`config.mk`:
```
export PLATFORM = sky130hd
export DESIGN_NAME = mc_ctrl_fsm
export DESIGN_NICKNAME = d
export VERILOG_FILES = /design/src/rtl/mc_ctrl_fsm_pkg.sv /design/src/rtl/mc_ctrl_fsm_branch_cond.sv /design/src/rtl/mc_ctrl_fsm.sv
export SDC_FILE = /design/constraint.sdc
export NUM_CORES = 1
export LEC_CHECK = 0
export CAP_MARGIN = 20
export CORE_UTILIZATION = 52
export CTS_CLUSTER_DIAMETER = 120
export DETAILED_ROUTE_END_ITERATION = 12
export HOLD_SLACK_MARGIN = 0.06
export PLACE_DENSITY = 0.87
export SLEW_MARGIN = 20
export SYNTH_ARGS = -nofsm -noshare
export SYNTH_HDL_FRONTEND = slang
export SYNTH_SLANG_ARGS = --single-unit
```
`constraint.sdc`:
```
create_clock -name clk -period 4.7 [get_ports clk]
set_clock_uncertainty 0.15 [all_clocks]
set_input_delay 1.175 -clock clk [delete_from_list [all_inputs] [get_ports clk]]
set_output_delay 1.175 -clock clk [all_outputs]
set_load 0.005 [all_outputs]
```
`src/rtl/mc_ctrl_fsm_pkg.sv`:
```
// Shared types and encodings for the multicycle RV32I controller.
// Holds the state enum, opcodes, select codes and the decode helper.
package mc_ctrl_fsm_pkg;

  typedef enum logic [3:0] {
    S_RESET,
    S_FETCH,
    S_DECODE,
    S_MEMADR,
    S_MEMREAD,
    S_MEMWB,
    S_MEMWRITE,
    S_EXECR,
    S_EXECI,
    S_LUI,
    S_ALUWB,
    S_JAL,
    S_JALR,
    S_LINK,
    S_BRANCH,
    S_TRAP
  } state_t;

  localparam logic [6:0] OP_LOAD  = 7'b0000011;
  localparam logic [6:0] OP_STORE = 7'b0100011;
  localparam logic [6:0] OP_R     = 7'b0110011;
  localparam logic [6:0] OP_I     = 7'b0010011;
  localparam logic [6:0] OP_BR    = 7'b1100011;
  localparam logic [6:0] OP_JAL   = 7'b1101111;
  localparam logic [6:0] OP_JALR  = 7'b1100111;
  localparam logic [6:0] OP_LUI   = 7'b0110111;

  localparam logic [1:0] RES_ALUOUT = 2'b00;
  localparam logic [1:0] RES_RDATA  = 2'b01;
  localparam logic [1:0] RES_ALURES = 2'b10;

  localparam logic [1:0] SRCA_PC    = 2'b00;
  localparam logic [1:0] SRCA_OLDPC = 2'b01;
  localparam logic [1:0] SRCA_RS1   = 2'b10;
  localparam logic [1:0] SRCA_ZERO  = 2'b11;

  localparam logic [1:0] SRCB_RS2  = 2'b00;
  localparam logic [1:0] SRCB_IMM  = 2'b01;
  localparam logic [1:0] SRCB_FOUR = 2'b10;

  localparam logic [1:0] ALUOP_ADD   = 2'b00;
  localparam logic [1:0] ALUOP_SUB   = 2'b01;
  localparam logic [1:0] ALUOP_FUNCT = 2'b10;

  localparam logic [2:0] F3_BEQ = 3'b000;
  localparam logic [2:0] F3_BNE = 3'b001;
  localparam logic [2:0] F3_BLT = 3'b100;
  localparam logic [2:0] F3_BGE = 3'b101;

  // State that follows DECODE for a given opcode.
  function automatic state_t decode_next(
    input logic [6:0] op
  );
    state_t s;
    case (op)
      OP_LOAD:  s = S_MEMADR;
      OP_STORE: s = S_MEMADR;
      OP_R:     s = S_EXECR;
      OP_I:     s = S_EXECI;
      OP_BR:    s = S_BRANCH;
      OP_JAL:   s = S_JAL;
      OP_JALR:  s = S_JALR;
      OP_LUI:   s = S_LUI;
      default:  s = S_TRAP;
    endcase
    return s;
  endfunction

endpackage

```
`src/rtl/mc_ctrl_fsm_branch_cond.sv`:
```
// Branch condition evaluation from funct3 and ALU flags.
// Flags the funct3 encodings this core does not support.
module branch_cond
  import mc_ctrl_fsm_pkg::*;
(
  input  logic [2:0] funct3,
  input  logic       Zero,
  input  logic       Negative,
  output logic       taken,
  output logic       legal
);

  always_comb begin
    taken = 1'b0;
    legal = 1'b1;
    case (funct3)
      F3_BEQ: taken = Zero;
      F3_BNE: taken = ~Zero;
      F3_BLT: taken = Negative;
      F3_BGE: taken = ~Negative;
      default: legal = 1'b0;
    endcase
  end

endmodule

```
`src/rtl/mc_ctrl_fsm.sv`:
```
// Multicycle controller: one state per cycle over a shared memory port.
// Also keeps the retired-instruction count and a sticky trap flag.
module mc_ctrl_fsm
  import mc_ctrl_fsm_pkg::*;
#(
  parameter int CNT_W = 32
) (
  input  logic             clk,
  input  logic             rst_n,
  input  logic [6:0]       op,
  input  logic [2:0]       funct3,
  input  logic             Zero,
  input  logic             Negative,
  input  logic             mem_ready,
  output logic             mem_req,
  output logic             MemWrite,
  output logic             AdrSrc,
  output logic             IRWrite,
  output logic             PCWrite,
  output logic             RegWrite,
  output logic [1:0]       ResultSrc,
  output logic [1:0]       ALUSrcA,
  output logic [1:0]       ALUSrcB,
  output logic [1:0]       ALUOp,
  output logic             instr_retired,
  output logic [CNT_W-1:0] instret,
  output logic             trap
);

  localparam logic [CNT_W-1:0] ONE = {{(CNT_W-1){1'b0}}, 1'b1};

  state_t           state;
  state_t           state_n;
  logic             taken;
  logic             legal;
  logic             retire;
  logic             trap_q;
  logic [CNT_W-1:0] cnt_q;

  branch_cond u_branch_cond (
    .funct3   (funct3),
    .Zero     (Zero),
    .Negative (Negative),
    .taken    (taken),
    .legal    (legal)
  );

  always_ff @(posedge clk or negedge rst_n) begin
    if (!rst_n) begin
      state  <= S_RESET;
      trap_q <= 1'b0;
      cnt_q  <= '0;
    end else begin
      state  <= state_n;
      trap_q <= trap_q | (state_n == S_TRAP);
      if (retire) cnt_q <= cnt_q + ONE;
    end
  end

  always_comb begin
    state_n   = state;
    mem_req   = 1'b0;
    MemWrite  = 1'b0;
    AdrSrc    = 1'b0;
    IRWrite   = 1'b0;
    PCWrite   = 1'b0;
    RegWrite  = 1'b0;
    ResultSrc = RES_ALUOUT;
    ALUSrcA   = SRCA_PC;
    ALUSrcB   = SRCB_RS2;
    ALUOp     = ALUOP_ADD;
    retire    = 1'b0;
    unique case (state)
      S_RESET: state_n = S_FETCH;
      S_FETCH: begin
        mem_req   = 1'b1;
        ALUSrcB   = SRCB_FOUR;
        ResultSrc = RES_ALURES;
        if (mem_ready) begin
          IRWrite = 1'b1;
          PCWrite = 1'b1;
          state_n = S_DECODE;
        end
      end
      S_DECODE: begin
        ALUSrcA = SRCA_OLDPC;
        ALUSrcB = SRCB_IMM;
        state_n = decode_next(op);
      end
      S_MEMADR: begin
        ALUSrcA = SRCA_RS1;
        ALUSrcB = SRCB_IMM;
        state_n = (op == OP_LOAD) ? S_MEMREAD
                                  : S_MEMWRITE;
      end
      S_MEMREAD: begin
        mem_req = 1'b1;
        AdrSrc  = 1'b1;
        if (mem_ready) state_n = S_MEMWB;
      end
      S_MEMWB: begin
        ResultSrc = RES_RDATA;
        RegWrite  = 1'b1;
        retire    = 1'b1;
        state_n   = S_FETCH;
      end
      S_MEMWRITE: begin
        mem_req  = 1'b1;
        MemWrite = 1'b1;
        AdrSrc   = 1'b1;
        if (mem_ready) begin
          retire  = 1'b1;
          state_n = S_FETCH;
        end
      end
      S_EXECR: begin
        ALUSrcA = SRCA_RS1;
        ALUSrcB = SRCB_RS2;
        ALUOp   = ALUOP_FUNCT;
        state_n = S_ALUWB;
      end
      S_EXECI: begin
        ALUSrcA = SRCA_RS1;
        ALUSrcB = SRCB_IMM;
        ALUOp   = ALUOP_FUNCT;
        state_n = S_ALUWB;
      end
      S_LUI: begin
        ALUSrcA = SRCA_ZERO;
        ALUSrcB = SRCB_IMM;
        state_n = S_ALUWB;
      end
      S_ALUWB: begin
        RegWrite = 1'b1;
        retire   = 1'b1;
        state_n  = S_FETCH;
      end
      // Target already sits in ALUOut; link value goes through ALUWB.
      S_JAL: begin
        PCWrite = 1'b1;
        ALUSrcA = SRCA_OLDPC;
        ALUSrcB = SRCB_FOUR;
        state_n = S_ALUWB;
      end
      S_JALR: begin
        ALUSrcA   = SRCA_RS1;
        ALUSrcB   = SRCB_IMM;
        ResultSrc = RES_ALURES;
        PCWrite   = 1'b1;
        state_n   = S_LINK;
      end
      S_LINK: begin
        ALUSrcA = SRCA_OLDPC;
        ALUSrcB = SRCB_FOUR;
        state_n = S_ALUWB;
      end
      S_BRANCH: begin
        ALUSrcA = SRCA_RS1;
        ALUSrcB = SRCB_RS2;
        ALUOp   = ALUOP_SUB;
        if (legal) begin
          PCWrite = taken;
          retire  = 1'b1;
          state_n = S_FETCH;
        end else begin
          state_n = S_TRAP;
        end
      end
      S_TRAP: state_n = S_TRAP;
      default: state_n = S_TRAP;
    endcase
  end

  assign instr_retired = retire;
  assign instret       = cnt_q;
  assign trap          = trap_q;

endmodule

```
* Word-level counts from Yosys, hierarchy flattened
Cells that the tools add are included.
Word-level totals: flip-flop bits (word level) 37, output and inout port bits 48, bits of input ports 15
Cells by class: muxes and demuxes 23, equality and inequality tests 27, add/subtract/negate cells 1, reductions and logical operators 16, bitwise gates (word level) 3
Operator list (number):
- $pmux W4 S10 | 1
- $eq A4 B4 Y1 const B | 9
- $add A32 B1 Y32 const B | 1
- $pmux W4 S7 | 1
- $eq A7 B6 Y1 const B | 3
- $eq A7 B7 Y1 const B | 3
- $eq A4 B3 Y1 const B | 4
- $mux W4 | 4
- $reduce_or A5 Y1 | 3
- $pmux W2 S2 | 3
- $reduce_or A2 Y1 | 6
- $reduce_or A3 Y1 | 4
- $mux W1 | 9
- $eq A4 B2 Y1 const B | 2
- $eq A7 B2 Y1 const B | 1
- $eq A7 B5 Y1 const B | 1
- $eq A3 B3 Y1 const B | 2
- $pmux W1 S3 | 2
- $pmux W2 S3 | 1
- $eq A4 B1 Y1 const B | 1
- $logic_not A4 Y1 | 1
- $pmux W1 S4 | 1
- $reduce_or A4 Y1 | 1
- $eq A3 B1 Y1 const B | 1
- 4 further kinds | 5

* Longest topological paths before layout
depth after elaboration 7, gate-level depth with buffers 7, depth with buffers taken out 6

* By module
A second synthesis with hierarchy kept.
Unflattened totals: cells, all modules 233, area total of the unflattened synthesis 2154.6 µm²
Modules (own cells, without submodules):
- mc_ctrl_fsm | cells an instance 228, instances 1, area an instance 2118.3 µm², sequential area each 925.9 µm²
- branch_cond | cells an instance 5, instances 1, area an instance 36.3 µm², sequential area each 0.0 µm²

* Worst setup path before layout
OpenSTA, ideal clock, no wires.
path type input to output, from input port funct3[1], to output port instr_retired, path slack 1.419 ns, data arrival time 1.956 ns, stages on the path 4, cells stage by stage a211o_4 -> and2_1 -> buf_2 -> inv_1
On the way: longest elaborated chain between the ends 5
Ends and longest elaborated chain:
- start, declared | RTL line mc_ctrl_fsm.sv:11 | input logic [2:0] funct3,
- $eq A3 B1 Y1, or another cell as far along | RTL line mc_ctrl_fsm_branch_cond.sv:16 | case (funct3)
- $reduce_or A4 Y1 (no line) *
- $mux W1 * | RTL line mc_ctrl_fsm_branch_cond.sv:16
- $mux W1 * | RTL line mc_ctrl_fsm.sv:161 | if (legal) begin
- $pmux W1 S3 * | RTL line mc_ctrl_fsm.sv:73 | unique case (state)
- end, declared | RTL line mc_ctrl_fsm.sv:25 | output logic instr_retired,
Mark *: on every way between the ends. The rest lies on a longest branch, timed or not.

* Worst setup path after layout
Ends and elaborated chain as after synthesis.

==> qor.txt <==
H-tree depth -> 2
CTS tree -> built
Vias in the first global route -> 1,789
Total CTS buffers -> 5
DRT iter0 DRCs -> 167
Top-Level Pins -> 63
Leak pwr -> 0.00115 uW
Synth Area per Inst -> 9.47 um2
Worst VDD drop -> 0.425 mV
Adder-cell area share of the yosys netlist -> 0.00562
CP Data Required Time -> 3380 ps
Cts hold-fix bufs -> 0
Drt drc -> 0
Die area -> 4540 um2
Slew margin rel. -> 0.542
Routed via count -> 1,986
Final Cycle Share -> 0.907
Largest cells by area after synthesis -> dfrtp_1 (42%), xnor2_1 (9.4%), nand3_1 (4.3%), nand2_1 (4.2%), xor2_1 (3.9%)
Initial Utilization -> 0.548
Final hold violation count -> 0
RSZ-0062 raised after global routing -> false
Status -> complete, no violations
Total Neg Setup Slack -> 0 ps
Root Buffer -> clkbuf_8
Final Max Tran Viols -> 0
Die width -> 67.4 um
DP HPWL -> 3860 um
Hold Crit Depth -> 1
Startpoint types -> primary input
Fmax -> 235 MHz
CTS Buffer Depth -> 2
Total wire length -> 5290 um
Async SR Flop Fraction -> 1.00
Reg-to-Reg End -> instret[24]
Worst Setup Slack, final -> 438 ps
Complex-gate fraction of the synthesized area -> 0.134
FF+latch count, synth -> 37
PwrDens -> 445 nW/um2
Tot GR Track Use -> 0.250
R2R Setup Slk -> 2160 ps
Top cell type's share of synthesized area -> 0.416
Worst-Margin Slew -> 687 ps
Remaining global-route overflow -> 0
R2R depth -> 5
Core footprint -> 4060 um2
Commonest cells in the netlist -> dfrtp_1 (37), nand2_1 (25), xnor2_1 (24), nand3_1 (19), nor2_1 (18)
Nets -> 315
Register area share after synthesis -> 0.416
Post-CTS setup buffer count -> 0
Netlist cell types -> 46
Worst-path fanout max -> 5
PortBufs -> 62
Largest net degree at the start of global routing -> 38
Vias/cell -> 5.67
Hold Path End -> instret[31]
Synth Area in Simple Gates -> 0.276
Worst setup EP type -> output port
WP data arrival -> 2940 ps
Worst Setup Path Type -> in -> out
Main combinational cell family by area after synthesis -> simple AND/OR/NAND/NOR gates
Pre-CTS setup slack -> 450 ps
Top_reg_cell synth -> dfrtp_1
Hold Startpoint -> instret[31]
Number of instances resized during post-cts repair -> 0
Clock latency on the worst-skew pair -> 290 ps
N_diodes -> 0
DRT Pass-1 Iters -> 4
Synth area leader -> dfrtp_1
Most numerous cell in the Yosys netlist -> dfrtp_1
Clk sink count -> 37
Final setup fails -> 0
Clock period minus worst slack -> 4260 ps
Mux cell area share after synthesis -> 0.00900
Final Wtd Congestion -> 0.824
Xor and xnor area share after synthesis -> 0.134
DR WL/cell -> 15.1 um
First-pass GRT wire length -> 8300 um
Clock Pin Slew Worst Setup and Hold Paths -> 70 ps
Max-Cap Viols -> 0
Post-Synthesis Cell Area -> 2220 um2
Synthesized instance count -> 235
EDFF count, synth -> 0
Initial antenna violation count -> 0
Die height -> 67.4 um
Final ANT Viol Nets -> 0
Worst min-delay path class -> reg -> reg
Yosys warning count -> 0
# rows -> 23
Worst flop-to-flop path startpoint -> state[1]
Area growth syn-to-layout -> 34.9%
Share of post-route cells with drive strength above 1 -> 0.0667
Net Count, Synth -> 251
## kinds of logic (layout without fill, tap and decap cells)
kind of cell,count (synthesis),after routing
adder cells (fa/ha/maj),1,1
XOR/XNOR,34,34
buffers and inverters,15,80
AO/OA/AOI/OAI,34,34
multiplexers,2,2
AND/OR/NAND/NOR,112,112
flip-flops,37,37
## stage by stage
step | area [um2] | cells | hold slack (ps) | utilization | total power [uW]
after global placement | 2900 | 342 | 309 | 0.714 | 1080
after floorplan | 2220 | 235 | 310 | - | 825
final | 3000 | 350 | 327 | 0.739 | 1330
after CTS | 3000 | 350 | 334 | 0.739 | 1340
after detailed placement | 2900 | 342 | 312 | 0.714 | 1090
after global routing | 3000 | 350 | 363 | 0.739 | 1430
## worst max-delay path: stages
cell and delay (ps):
clkdlybuf4s50_1 510, a211o_4 410, and2_1 200, inv_1 120, clkdlybuf4s50_1 520
## routing by layer
metal	vias up	track usage	wire length [um]
met5	-	0	0
met4	0	0.0798	68
met3	7	0.0709	352
met2	59	0.413	2580
met1	956	0.316	2290
li1	964	-	-
## cells in the final DEF, fill, tap and decap left out, types with 3 or more instances in the layout
cell type and count:
a21o_1 5, a21oi_1 4, a2bb2oi_1 3, and4_1 4, buf_4 3, clkbuf_8 7, clkdlybuf4s50_1 62, dfrtp_1 37
inv_1 7, nand2_1 25, nand2b_1 8, nand3_1 19, nand3b_1 4, nand4_1 9, nor2_1 18, nor2b_1 4
nor3_1 3, nor4_1 3, o21ai_0 4, o22ai_1 3, or2_2 3, xnor2_1 24, xor2_1 10
## area by class of cell
type,count,area [um2]
repair buffers,65,643
clock buffers,7,96.3
flip-flops and latches,37,926
multi-input cells,183,1240
clock inverters,1,5.00
inverters,7,26.3
fillers,294,1060
well taps,50,62.6
## worst max-delay path by stage
stage / end / start
2_1_floorplan: instr_retired / funct3[1]
3_3_place_gp: instr_retired / funct3[1]
3_5_place_dp: instr_retired / funct3[1]
4_1_cts: instr_retired / funct3[1]
5_1_grt: instr_retired / funct3[1]
6_report: instr_retired / funct3[1]
## where the power goes
| part | internal, uW | leakage (uW) | total (uW) | switching [uW] |
|---|---|---|---|---|
| combinational | 335 | 0.000639 | 616 | 281 |
| sequential | 360 | 0.000461 | 476 | 116 |
| clock | 132 | 0.0000542 | 243 | 110 |
## sequential cells by signal, summed over array words and instances (netlist names)
name,count
trap,1
instret,32
state,4
Note: power is estimated with default switching activity, not from simulation.
